==> src/rtl/sap_pkg.sv <==
//==============================================================================
// Module   : sap_pkg
// Brief    : Shared opcodes, control-word bit indices and T-state encodings
// Revision : 1.0
//==============================================================================
`default_nettype none

package sap_pkg;

    localparam logic [3:0] OP_LDA = 4'h0;
    localparam logic [3:0] OP_ADD = 4'h1;
    localparam logic [3:0] OP_SUB = 4'h2;
    localparam logic [3:0] OP_OUT = 4'hE;
    localparam logic [3:0] OP_HLT = 4'hF;

    localparam int CW_CP  = 11;
    localparam int CW_EP  = 10;
    localparam int CW_NLM = 9;
    localparam int CW_NCE = 8;
    localparam int CW_NLI = 7;
    localparam int CW_NEI = 6;
    localparam int CW_NLA = 5;
    localparam int CW_EA  = 4;
    localparam int CW_SU  = 3;
    localparam int CW_EU  = 2;
    localparam int CW_NLB = 1;
    localparam int CW_NLO = 0;

    localparam logic [11:0] CTRL_NOP = 12'h3E3;

    // Named control words; each is NOP with the relevant lines flipped.
    localparam logic [11:0] CW_FETCH_T1 = 12'h5E3;
    localparam logic [11:0] CW_FETCH_T2 = 12'hBE3;
    localparam logic [11:0] CW_FETCH_T3 = 12'h263;
    localparam logic [11:0] CW_ADDR_LD  = 12'h1A3;
    localparam logic [11:0] CW_RAM_TO_A = 12'h2C3;
    localparam logic [11:0] CW_RAM_TO_B = 12'h2E1;
    localparam logic [11:0] CW_ALU_ADD  = 12'h3C7;
    localparam logic [11:0] CW_ALU_SUB  = 12'h3CF;
    localparam logic [11:0] CW_A_TO_OUT = 12'h3F2;

    localparam logic [5:0] T1 = 6'b000001;
    localparam logic [5:0] T2 = 6'b000010;
    localparam logic [5:0] T3 = 6'b000100;
    localparam logic [5:0] T4 = 6'b001000;
    localparam logic [5:0] T5 = 6'b010000;
    localparam logic [5:0] T6 = 6'b100000;

    function automatic logic is_defined_op(input logic [3:0] op);
        return (op == OP_LDA) || (op == OP_ADD) || (op == OP_SUB) ||
               (op == OP_OUT) || (op == OP_HLT);
    endfunction

endpackage

`default_nettype wire

==> src/rtl/sap_ring_counter.sv <==
//==============================================================================
// Module   : sap_ring_counter
// Brief    : Six-state one-hot T-state ring with hold, freeze and early restart
// Revision : 1.0
//==============================================================================
`default_nettype none

module sap_ring_counter
    import sap_pkg::*;
(
    input  logic       clk,
    input  logic       rst,
    input  logic       advance,
    input  logic       restart,
    input  logic       freeze,
    output logic [5:0] state
);

    logic [5:0] r_state_q;
    logic [5:0] w_state_d;

    always_comb begin
        w_state_d = r_state_q;
        if (!freeze && advance) begin
            w_state_d = restart ? T1 : {r_state_q[4:0], r_state_q[5]};
        end
    end

    always_ff @(posedge clk) begin
        if (rst) begin
            r_state_q <= T1;
        end else begin
            r_state_q <= w_state_d;
        end
    end

    assign state = r_state_q;

endmodule

`default_nettype wire

==> src/rtl/sap_control_sequencer.sv <==
//==============================================================================
// Module   : sap_control_sequencer
// Brief    : T-state sequencer and opcode decoder producing the 12-bit control word
// Revision : 1.0
//==============================================================================
`default_nettype none

module sap_control_sequencer
    import sap_pkg::*;
#(
    parameter bit SKIP_NOP_T = 1'b0
) (
    input  logic        clk,
    input  logic        rst,
    input  logic        step_en,
    input  logic [3:0]  opcode,
    output logic [5:0]  t_state,
    output logic        halted,
    output logic [11:0] ctrl_word
);

    logic        r_halted_q;
    logic        w_halted_d;
    logic        w_hlt_now;
    logic        w_restart;
    logic        w_freeze;
    logic [11:0] w_ctrl;
    logic [4:0]  w_drivers;

    // HLT takes effect at the T4 edge even when the ring is otherwise stalled.
    assign w_hlt_now  = !r_halted_q && (t_state == T4) && (opcode == OP_HLT);
    assign w_halted_d = r_halted_q | w_hlt_now;
    assign w_freeze   = w_halted_d;

    always_comb begin
        w_restart = 1'b0;
        if (SKIP_NOP_T) begin
            case (t_state)
                T3:      w_restart = !is_defined_op(opcode);
                T4:      w_restart = (opcode == OP_OUT);
                T5:      w_restart = (opcode == OP_LDA);
                default: w_restart = 1'b0;
            endcase
        end
    end

    sap_ring_counter u_ring (
        .clk     (clk),
        .rst     (rst),
        .advance (step_en),
        .restart (w_restart),
        .freeze  (w_freeze),
        .state   (t_state)
    );

    always_ff @(posedge clk) begin
        if (rst) begin
            r_halted_q <= 1'b0;
        end else begin
            r_halted_q <= w_halted_d;
        end
    end

    always_comb begin
        w_ctrl = CTRL_NOP;
        if (!rst && !r_halted_q) begin
            case (t_state)
                T1: w_ctrl = CW_FETCH_T1;
                T2: w_ctrl = CW_FETCH_T2;
                T3: w_ctrl = CW_FETCH_T3;
                T4: begin
                    if (opcode == OP_LDA || opcode == OP_ADD || opcode == OP_SUB) begin
                        w_ctrl = CW_ADDR_LD;
                    end else if (opcode == OP_OUT) begin
                        w_ctrl = CW_A_TO_OUT;
                    end
                end
                T5: begin
                    if (opcode == OP_LDA) begin
                        w_ctrl = CW_RAM_TO_A;
                    end else if (opcode == OP_ADD || opcode == OP_SUB) begin
                        w_ctrl = CW_RAM_TO_B;
                    end
                end
                T6: begin
                    if (opcode == OP_ADD) begin
                        w_ctrl = CW_ALU_ADD;
                    end else if (opcode == OP_SUB) begin
                        w_ctrl = CW_ALU_SUB;
                    end
                end
                default: w_ctrl = CTRL_NOP;
            endcase
        end
    end

    assign ctrl_word = w_ctrl;
    assign halted    = r_halted_q;

    // Bus contention guard: at most one of the shared-bus drivers enabled.
    assign w_drivers = {w_ctrl[CW_EP], ~w_ctrl[CW_NCE], ~w_ctrl[CW_NEI],
                        w_ctrl[CW_EA], w_ctrl[CW_EU]};

    always_ff @(posedge clk) begin
        if (!rst) begin
            assert ($countones(w_drivers) <= 1);
        end
    end

endmodule

`default_nettype wire
==> config.mk <==
export PLATFORM = sky130hd
export DESIGN_NAME = sap_control_sequencer
export DESIGN_NICKNAME = d
export VERILOG_FILES = /design/src/rtl/sap_pkg.sv /design/src/rtl/sap_ring_counter.sv /design/src/rtl/sap_control_sequencer.sv
export SDC_FILE = /design/constraint.sdc
export NUM_CORES = 1
export LEC_CHECK = 0
export BUFFER_PORTS_ARGS = -buffer_cell sky130_fd_sc_hd__buf_2
export CORE_MARGIN = 1.5
export CORE_UTILIZATION = 30
export CTS_CLUSTER_DIAMETER = 150
export DETAILED_ROUTE_END_ITERATION = 7
export HOLD_SLACK_MARGIN = 0.03
export MAX_ROUTING_LAYER = met4
export PLACE_DENSITY = 0.59
export SLEW_MARGIN = 20
export SYNTH_ARGS = -nofsm -noshare
export SYNTH_HDL_FRONTEND = slang
export SYNTH_SLANG_ARGS = --single-unit
==> constraint.sdc <==
create_clock -name clk -period 2.52 [get_ports clk]
set_input_delay 0 -clock clk [delete_from_list [all_inputs] [get_ports clk]]
set_output_delay 0 -clock clk [all_outputs]
set_load 0.05 [all_outputs]
=== Word level (Yosys, flattened, before mapping) ===
Cells that the tools add are included.

* Reduce and logical (&&, ||, !) cells: 11
* Bitwise gates (word level): 1
* Equal/unequal tests: 10
* Mux-type cells: 8

{| class="wikitable"
|+ Operators by type and width
! operator !! number
|-
| one-hot mux 12 bit (6 select lines) || 1
|-
| two-way mux 9 bit || 2
|-
| two-way mux 12 bit || 1
|-
| two-way mux 6 bit || 2
|-
| two-way mux 10 bit || 1
|-
| == test 4 bit (second input constant) || 2
|-
| == test 6 x 1 -> 1 bit (second input constant) || 1
|-
| == test 6 x 2 -> 1 bit (second input constant) || 1
|-
| == test 6 x 3 -> 1 bit (second input constant) || 1
|-
| == test 6 x 4 -> 1 bit (second input constant) || 1
|-
| == test 6 x 5 -> 1 bit (second input constant) || 1
|-
| == test 6 bit (second input constant) || 1
|-
| two-way mux 5 bit || 1
|-
| == test 4 x 1 -> 1 bit (second input constant) || 1
|-
| == test 4 x 2 -> 1 bit (second input constant) || 1
|-
| logical AND 1 bit || 4
|-
| zero test 4 bit || 1
|-
| zero test 1 bit || 3
|-
| logical OR 1 bit || 3
|-
| OR 1 bit || 1
|}

* Bits in registers: 7
* Input port bits: 7

=== Logic depth before layout (Yosys ltp) ===
Gate-level depths: netlist of run 1.

* Depth in word-level cells: 6
* Mapped depth: 6
* Gate-level depth less buffers: 4

=== Hierarchy ===
From an unflattened synthesis of run 1, not the netlist that was laid out.

* Cell total of the unflattened synthesis: 80
* Area total of the unflattened synthesis: 606.8 um^2

{| class="wikitable"
|+ Modules (own cells, without submodules)
! module !! area each (um^2) !! times used !! seq. area each (um^2) !! cells an instance
|-
| sap_control_sequencer || 374.1 || 1 || 20.0 || 54
|-
| sap_ring_counter || 232.7 || 1 || 120.1 || 26
|}

=== Least setup slack after synthesis of run 1 ===
No wires, ideal clock.

* Path type: flip-flop to output port
* From: register u_ring.r_state_q[5] (netlist: u_ring.state[5])
* To: output port ctrl_word[2]
* Path buffers: 1
* Cell stages (with the launch flop): 5
* Path slack: -320 ps
* Arrival: 2840 ps
* Cell sequence: dfxtp_1 -> buf_4 -> nor4b_1 -> nand2_1 -> nor4_1

* Cells in the longest elaborated chain, start to end: 3

{| class="wikitable"
|+ RTL lines
! item !! line !! source
|-
| start, declared || sap_ring_counter.sv:19 || <nowiki>logic [5:0] r_state_q;</nowiki>
|-
| start signal, assigned || sap_ring_counter.sv:33 || <nowiki>r_state_q <= w_state_d;</nowiki>
|-
| == test 6 bit, or another cell as far along || sap_control_sequencer.sv:67 || <nowiki>case (t_state)</nowiki>
|-
| one-hot mux 12 bit (6 select lines) * || sap_control_sequencer.sv:67 ||
|-
| two-way mux 12 bit * || sap_control_sequencer.sv:66 || <nowiki>if (!rst && !r_halted_q) begin</nowiki>
|-
| end, declared || sap_control_sequencer.sv:19 || <nowiki>output logic [11:0] ctrl_word</nowiki>
|}

Mark *: on every way between the ends. The rest lies on a longest branch, timed or not.

=== Final worst setup path of run 1 ===
* From: register u_ring.r_state_q[5] (netlist: u_ring.state[5])
* To: output port ctrl_word[5]

The elaborated chain is that of the path after synthesis.

==> results of run 1 <==
==> final timing paths <==
check | slack (ps) | end | cells after the start | startpoint
setup reg to reg | 780 | u_ring.state[2] | 4 | u_ring.state[4]
setup / recovery | 410 | ctrl_word[5] | 5 | u_ring.state[5]
hold reg to reg | 550 | halted | 2 | halted
hold / removal | 320 | halted | 4 | opcode[3]
==> power groups by stage <==
stage,logic [W],clock network [W],registers (W)
5_1_grt,0.000105,0.000114,0.000130
6_report,0.0000965,0.0000985,0.000129
2_1_floorplan,0.0000783,0,0.000133
4_1_cts,0.0000971,0.000106,0.000129
3_3_place_gp,0.0000940,0,0.000131
3_5_place_dp,0.0000946,0,0.000131
==> cell families after synthesis <==
group	share of synthesized area [%]
muxes	5.644
DFF	19.75
buffers and inverters	10.40
xor gates and xnor gates	4.939
and+or+nand+nor	40.75
AOI/OAI and AO/OA	18.52
==> worst register-to-register path, stage by stage (launching register included) <==
cell     delay, ps
dfxtp_1        480
and2b_1        250
a31oi_1        350
and2_1         360
mux2i_1        230
==> per-stage QoR <==
step | hold WS, ps | instance area (µm²) | setup TNS (ps)
finish | 318.8 | 848.3 | 0
global route | 381.2 | 848.3 | 0
CTS | 301.1 | 848.3 | 0
detailed placement | 283.5 | 802.0 | 0
global placement | 277.9 | 802.0 | 0
floorplan | 157.9 | 715.7 | -639.9
==> final cells by class <==
cell class / instances / share of cell area, %
tap: 28 / 4.130
clock buffer: 4 / 3.097
sequential: 7 / 16.52
multi-input combinational: 72 / 59.14
timing repair buffer: 27 / 17.11
==> sequential cells by signal, indices dropped and copies added (netlist names) <==
name and cells:
halted 1, u_ring.state 6
==> timing repair <==
action | 4_1_cts | 5_1_grt
setup endpoints to repair | 0 | 0
hold buffers | 2 | 0
endpoints found under the hold margin | 2 | 0
==> layout by cell type, fill, tap and decap left out, types with 3 or more instances in the layout <==
cell / n
o211ai_1: 3
nand4b_1: 3
buf_2: 25
dfxtp_1: 7
mux2i_1: 4
clkbuf_4: 3
nor2_1: 11
nand2_1: 7
nand2b_1: 6
==> per-layer routing <==
| layer | track usage (%) | wire (µm) | vias to the layer above |
|---|---|---|---|
| met5 | - | 0 | - |
| met4 | 7.895 | 15 | 0 |
| met3 | 1.149 | 120 | 2 |
| met2 | 22.22 | 727 | 27 |
| met1 | 17.99 | 820 | 318 |
| li1 | - | - | 365 |
==> summary.md, run 1 <==
| Metric | Value |
|---|---|
| Residual DRC | 0 |
| Wirelength per Cell | 12.20 µm |
| Share of the synthesized area in the top cell type | 19.75% |
| First-pass GRT wire length | 2.808 mm |
| Initial DRC count | 8 |
| Critical path cell sequence | nor4b_1, nand2_1, o211a_1, o2111ai_1, buf_2 |
| Status | finished clean |
| CTS tree | yes |
| Setup Fix Bufs, Post-CTS | 0 |
| HPWL Detailed | 1.309 mm |
| Root cell of the clock tree | clkbuf_4 |
| Via count of the routed design | 712 |
| Area of the multi-input gates | 501.7 µm² |
| WP data required | 2520 ps |
| Total power draw | 0.0003236 W |
| Tightest Pin Transition | 501.7 ps |
| CP Buf/Inv Count | 1 |
| Initial Util | 32.07% |
| Clock Sinks | 7 |
| Most common cell in the synthesized netlist | nor2_1 |
| Register clock-pin slew on the reported worst setup and hold paths | 50 ps |
| Mapped cell area | 709.4 µm² |
| Yosys warns | 0 |
| Largest area contributor in the netlist | dfxtp_1 |
| CP Launch Type | flip-flop |
| Core ar. | 2212 µm² |
| Post-CTS Resized | 0 |
| Largest net degree at the start of global routing | 13 |
| Critical-path top delay cell | dfxtp_1 |
| Net Count, Synth | 95 |
| Reg area | 140.1 µm² |
| Max IR drop VDD | 0.0002474 V |
| Final Setup Violations | 0 |
| Remaining antenna violation count | 0 |
| Worst setup EP type | output pin |
| Worst Slack Setup Final | 406.4 ps |
| Placed insts | 132 |
| WS Path Type | reg -> out |
| Number of port buffers | 25 |
| Std-Cell Rows | 17 |
| Psw | 0.0001147 W |
| Clk pwr share | 30.4% |
| Final min period | 2114 ps |
| P_int | 0.0002089 W |
| Die Area | 2666 µm² |
| Final core utilization | 38.35% |
| Combinational share of power | 29.8% |
| Sw Ratio | 35.45% |
| Most used DFF post-synth | dfxtp_1 |
| Num CTS Buffers | 3 |
| #FFs+latches synth | 7 |
| Register area share after synthesis | 19.75% |
| Fin crit share | 83.87% |
| Die height | 51.63 µm |
| Critical path's top delay family | simple AND/OR/NAND/NOR gates |
| Cells after Synth | 88 |
| GRT Overall Usage | 14.15% |
| CP max stage delay | 580 ps |
| Flop pwr share | 39.7% |
| Vias in the first global route | 637 |
| Hold Crit Class | in -> reg |
| CTS max path bufs | 2 |
| WL final | 1.683 mm |
| Via-per-instance ratio | 5.159 |
| Slew Limit Fails | 0 |
| Netlist cell types | 35 |
| H-tree levels | 1 |
| RSZ-0062 raised after global routing | false |
| Ranking of synthesized cells by area | dfxtp_1, buf_6, nor4_4, nor2_1, mux2i_1 |
| Leak Pwr | 0.3305 nW |
| Relative slew margins | 66.51% |
| DIE WIDTH | 51.63 µm |
| Congestion Overflow GR | 0 |
| Antenna diode count | 0 |
| CP Max Fanout | 11 |
| Gpl congestion | 0.7518 |
| Max Cap Viol | 0 |
| EDFF count, synth | 0 |
| # IOs | 26 |
| Final nets | 118 |
| Worst EP arrival | 2110 ps |
| Filler Cell Count | 253 |
| Final std cells w/o fill | 138 |
| Latest clock arrival within the worst-skew pair | 250 ps |
| Mapped Avg Cell Area | 8.062 µm² |
| Synth async-reset ratio | 0% |
| Power density over cell area | 381.4 nW/µm² |
| Endpoints failing hold | 0 |
| DRT Pass-1 Iters | 4 |
| Layout cells sized above 1 | 31.82% |
| Syn-to-layout area delta | 19.58% |
| Antenna violations before repair | 0 |
| Clock Skew | 1.432 ps |
| Fmax | 473.1 MHz |
| Post-Place Worst Slack | 688.6 ps |
| Post-synth top cells | nor2_1, dfxtp_1, nand2_1, nand2b_1 |
Power figures use the tool's default switching activity.
==> inputs of run 2 (changes only) <==
--- a/config.mk
+++ b/config.mk
@@ -12,7 +12,7 @@
 export DETAILED_ROUTE_END_ITERATION = 7
 export HOLD_SLACK_MARGIN = 0.03
 export MAX_ROUTING_LAYER = met4
-export PLACE_DENSITY = 0.59
+export PLACE_DENSITY = 0.61
 export SLEW_MARGIN = 20
 export SYNTH_ARGS = -nofsm -noshare
 export SYNTH_HDL_FRONTEND = slang
==> constraint.sdc (replaced) <==
create_clock -name clk -period 1.89 [get_ports clk]
set_input_delay 0 -clock clk [delete_from_list [all_inputs] [get_ports clk]]
set_output_delay 0 -clock clk [all_outputs]
set_load 0.05 [all_outputs]
==> summary.md, run 2 (same netlist as run 1, synthesis figures left out) <==
| Metric | Value |
|---|---|
| Total power draw | 0.0004618 W (was 0.0003236 W) |
| Most common cell after layout, fill and taps aside | buf_2 (unchanged) |
| Hold_ws | 117.9 ps (was 318.8 ps) |
| Clock Sinks | 7 (unchanged) |
| Congestion Overflow GR | 0 (unchanged) |
| Max IR drop VDD | 0.0003306 V (was 0.0002474 V) |
| Fin crit share | 96.20% |
| Residual DRC | 0 (unchanged) |
| Critical path cell sequence | nor4b_2, nand2_2, buf_4, nor4_4, clkbuf_4 (was nor4b_1, nand2_1, o211a_1, o2111ai_1, buf_2) |
| First-pass GRT wire length | 3.077 mm (was 2.808 mm) |
| CTS max path bufs | 2 (unchanged) |
| Antenna diode count | 0 (unchanged) |
| Core ar. | 2212 µm² (unchanged) |
| Slew Limit Fails | 0 (unchanged) |
| Post-route cell area | 1089 µm² (was 848.3 µm²) |
| Clock Skew | 0.3235 ps (was 1.432 ps) |
| Placed Area | 919.6 µm² (was 802.0 µm²) |
| Final nets | 131 (was 118) |
| WS Path Type | reg -> out (unchanged) |
| Worst setup EP type | output pin (unchanged) |
| Tightest Pin Transition | 395.9 ps (was 501.7 ps) |
| Relative slew margins | 73.61% (was 66.51%) |
| Register clock-pin slew on the reported worst setup and hold paths | 50 ps (about the same) |
| Commonest cells after routing, fill and taps aside | buf_2, buf_4, nor2_1 (was buf_2, nor2_1, nand2_1, dfxtp_1, nand2b_1) |
| CP Max Fanout | 10 (was 11) |
| Max Cap Viol | 0 (unchanged) |
| Via count of the routed design | 759 (was 712) |
| CP Buf/Inv Count | 2 (was 1) |
| Sum of negative setup slack | 0 ps (unchanged) |
| Leak Pwr | 0.4272 nW (was 0.3305 nW) |
| Num CTS Buffers | 3 (unchanged) |
| DIE WIDTH | 51.63 µm (unchanged) |
| Initial DRC count | 7 (was 8) |
| Via-per-instance ratio | 5.026 (was 5.159) |
| Remaining antenna violation count | 0 (unchanged) |
| Antenna violations before repair | 0 (unchanged) |
| Root cell of the clock tree | clkbuf_4 (unchanged) |
| Max FFs per register | 6 (unchanged) |
| CTS tree | yes (unchanged) |
| Critical-path top delay cell | dfxtp_4 (was dfxtp_1) |
| Final std cells w/o fill | 151 (was 138) |
| Syn-to-layout area delta | 53.44% (was 19.58%) |
| CP Launch Type | flip-flop (unchanged) |
| Std-Cell Rows | 17 (unchanged) |
| Status | finished clean (unchanged) |
| Hold Crit Class | in -> reg (unchanged) |
| Layout cells sized above 1 | 53.66% (was 31.82%) |
| Critical path's top delay family | simple AND/OR/NAND/NOR gates (unchanged) |
| Largest net degree at the start of global routing | 13 (unchanged) |
| Latest clock arrival within the worst-skew pair | 250 ps (about the same) |
| Die height | 51.63 µm (unchanged) |
| Final Setup Violations | 0 (unchanged) |
| WL final | 1.909 mm (was 1.683 mm) |
| CP max stage delay | 410 ps (was 580 ps) |
| Final min period | 1818 ps |
| HPWL Detailed | 1.429 mm (was 1.309 mm) |
| DRT Pass-1 Iters | 2 (was 4) |
| Number of port buffers | 25 (unchanged) |
| Die Area | 2666 µm² (unchanged) |
| Placed insts | 136 (was 132) |
| WP data required | 1890 ps (was 2520 ps) |
| GRT Overall Usage | 16.23% (was 14.15%) |
| Endpoints failing hold | 0 (unchanged) |
| Wirelength per Cell | 12.64 µm (was 12.20 µm) |
| Fmax | 550.0 MHz |
| Power density over cell area | 424.2 nW/µm² (was 381.4 nW/µm²) |
| RSZ-0062 raised after global routing | true (was false) |
| Vias in the first global route | 683 (was 637) |
| H-tree levels | 1 (unchanged) |
| Gpl congestion | 0.7382 (was 0.7518) |
| Worst EP arrival | 1820 ps (was 2110 ps) |
| # IOs | 26 (unchanged) |
| Initial Util | 32.07% (unchanged) |
## run 2: layer usage
metal  up-vias  GRT usage (%)  routed length [µm]
li1        392              -                   -
met1       338          18.95                 841
met2        24          26.50                 933
met3         5          1.724                  82
met4         0          10.53                  51
met5         -              -                   0
## run 2: layout make-up
type	instances	area [µm²]
clock buffers	4	26.28
repair buffers	40	265.3
well taps	28	35.03
flip-flops and latches	7	158.9
multi-input cells	72	603.1
fillers	238	1124
## run 2: worst reg2reg max path, delay by kind of cell, from the launching register on
family	cells	cell delay [ps]
AND/OR/NAND/NOR	2	630
buffers and inverters	2	350
flip-flops	1	320
multiplexers	1	150
AO/OA/AOI/OAI	1	130
## run 2: timing repair
item                                    in CTS  in global routing
resized for setup                            6                 13
hold endpoints to repair                     2                  0
pin swaps                                    1                  5
endpoints found under the setup margin       3                  6
buffers inserted                             0                  9
hold buffers                                 2                  0
## run 2: final timing paths
check	start	slack, ps	cells past startpoint	end
max reg2reg	u_ring.state[0]	190	6	u_ring.state[4]
max	u_ring.state[5]	70	5	ctrl_word[3]
min reg2reg	halted	520	2	halted
min	rst	120	3	u_ring.state[0]
## run 2: through the flow
stage          util, %  setup WS (ps)
2_1_floorplan        -          3.326
3_3_place_gp     41.57          210.7
3_5_place_dp     41.57          135.4
4_1_cts          44.40          13.89
5_1_grt          49.21         -51.38
6_report         49.21          71.89
## run 2: power by group
| part | leakage [nW] | total, W | switching [W] | internal (W) |
|---|---|---|---|---|
| combinational | 0.351 | 0.000172 | 0.000110 | 0.0000627 |
| clock | 0.0150 | 0.000133 | 0.0000527 | 0.0000804 |
| sequential | 0.0609 | 0.000156 | 0.00000689 | 0.000149 |
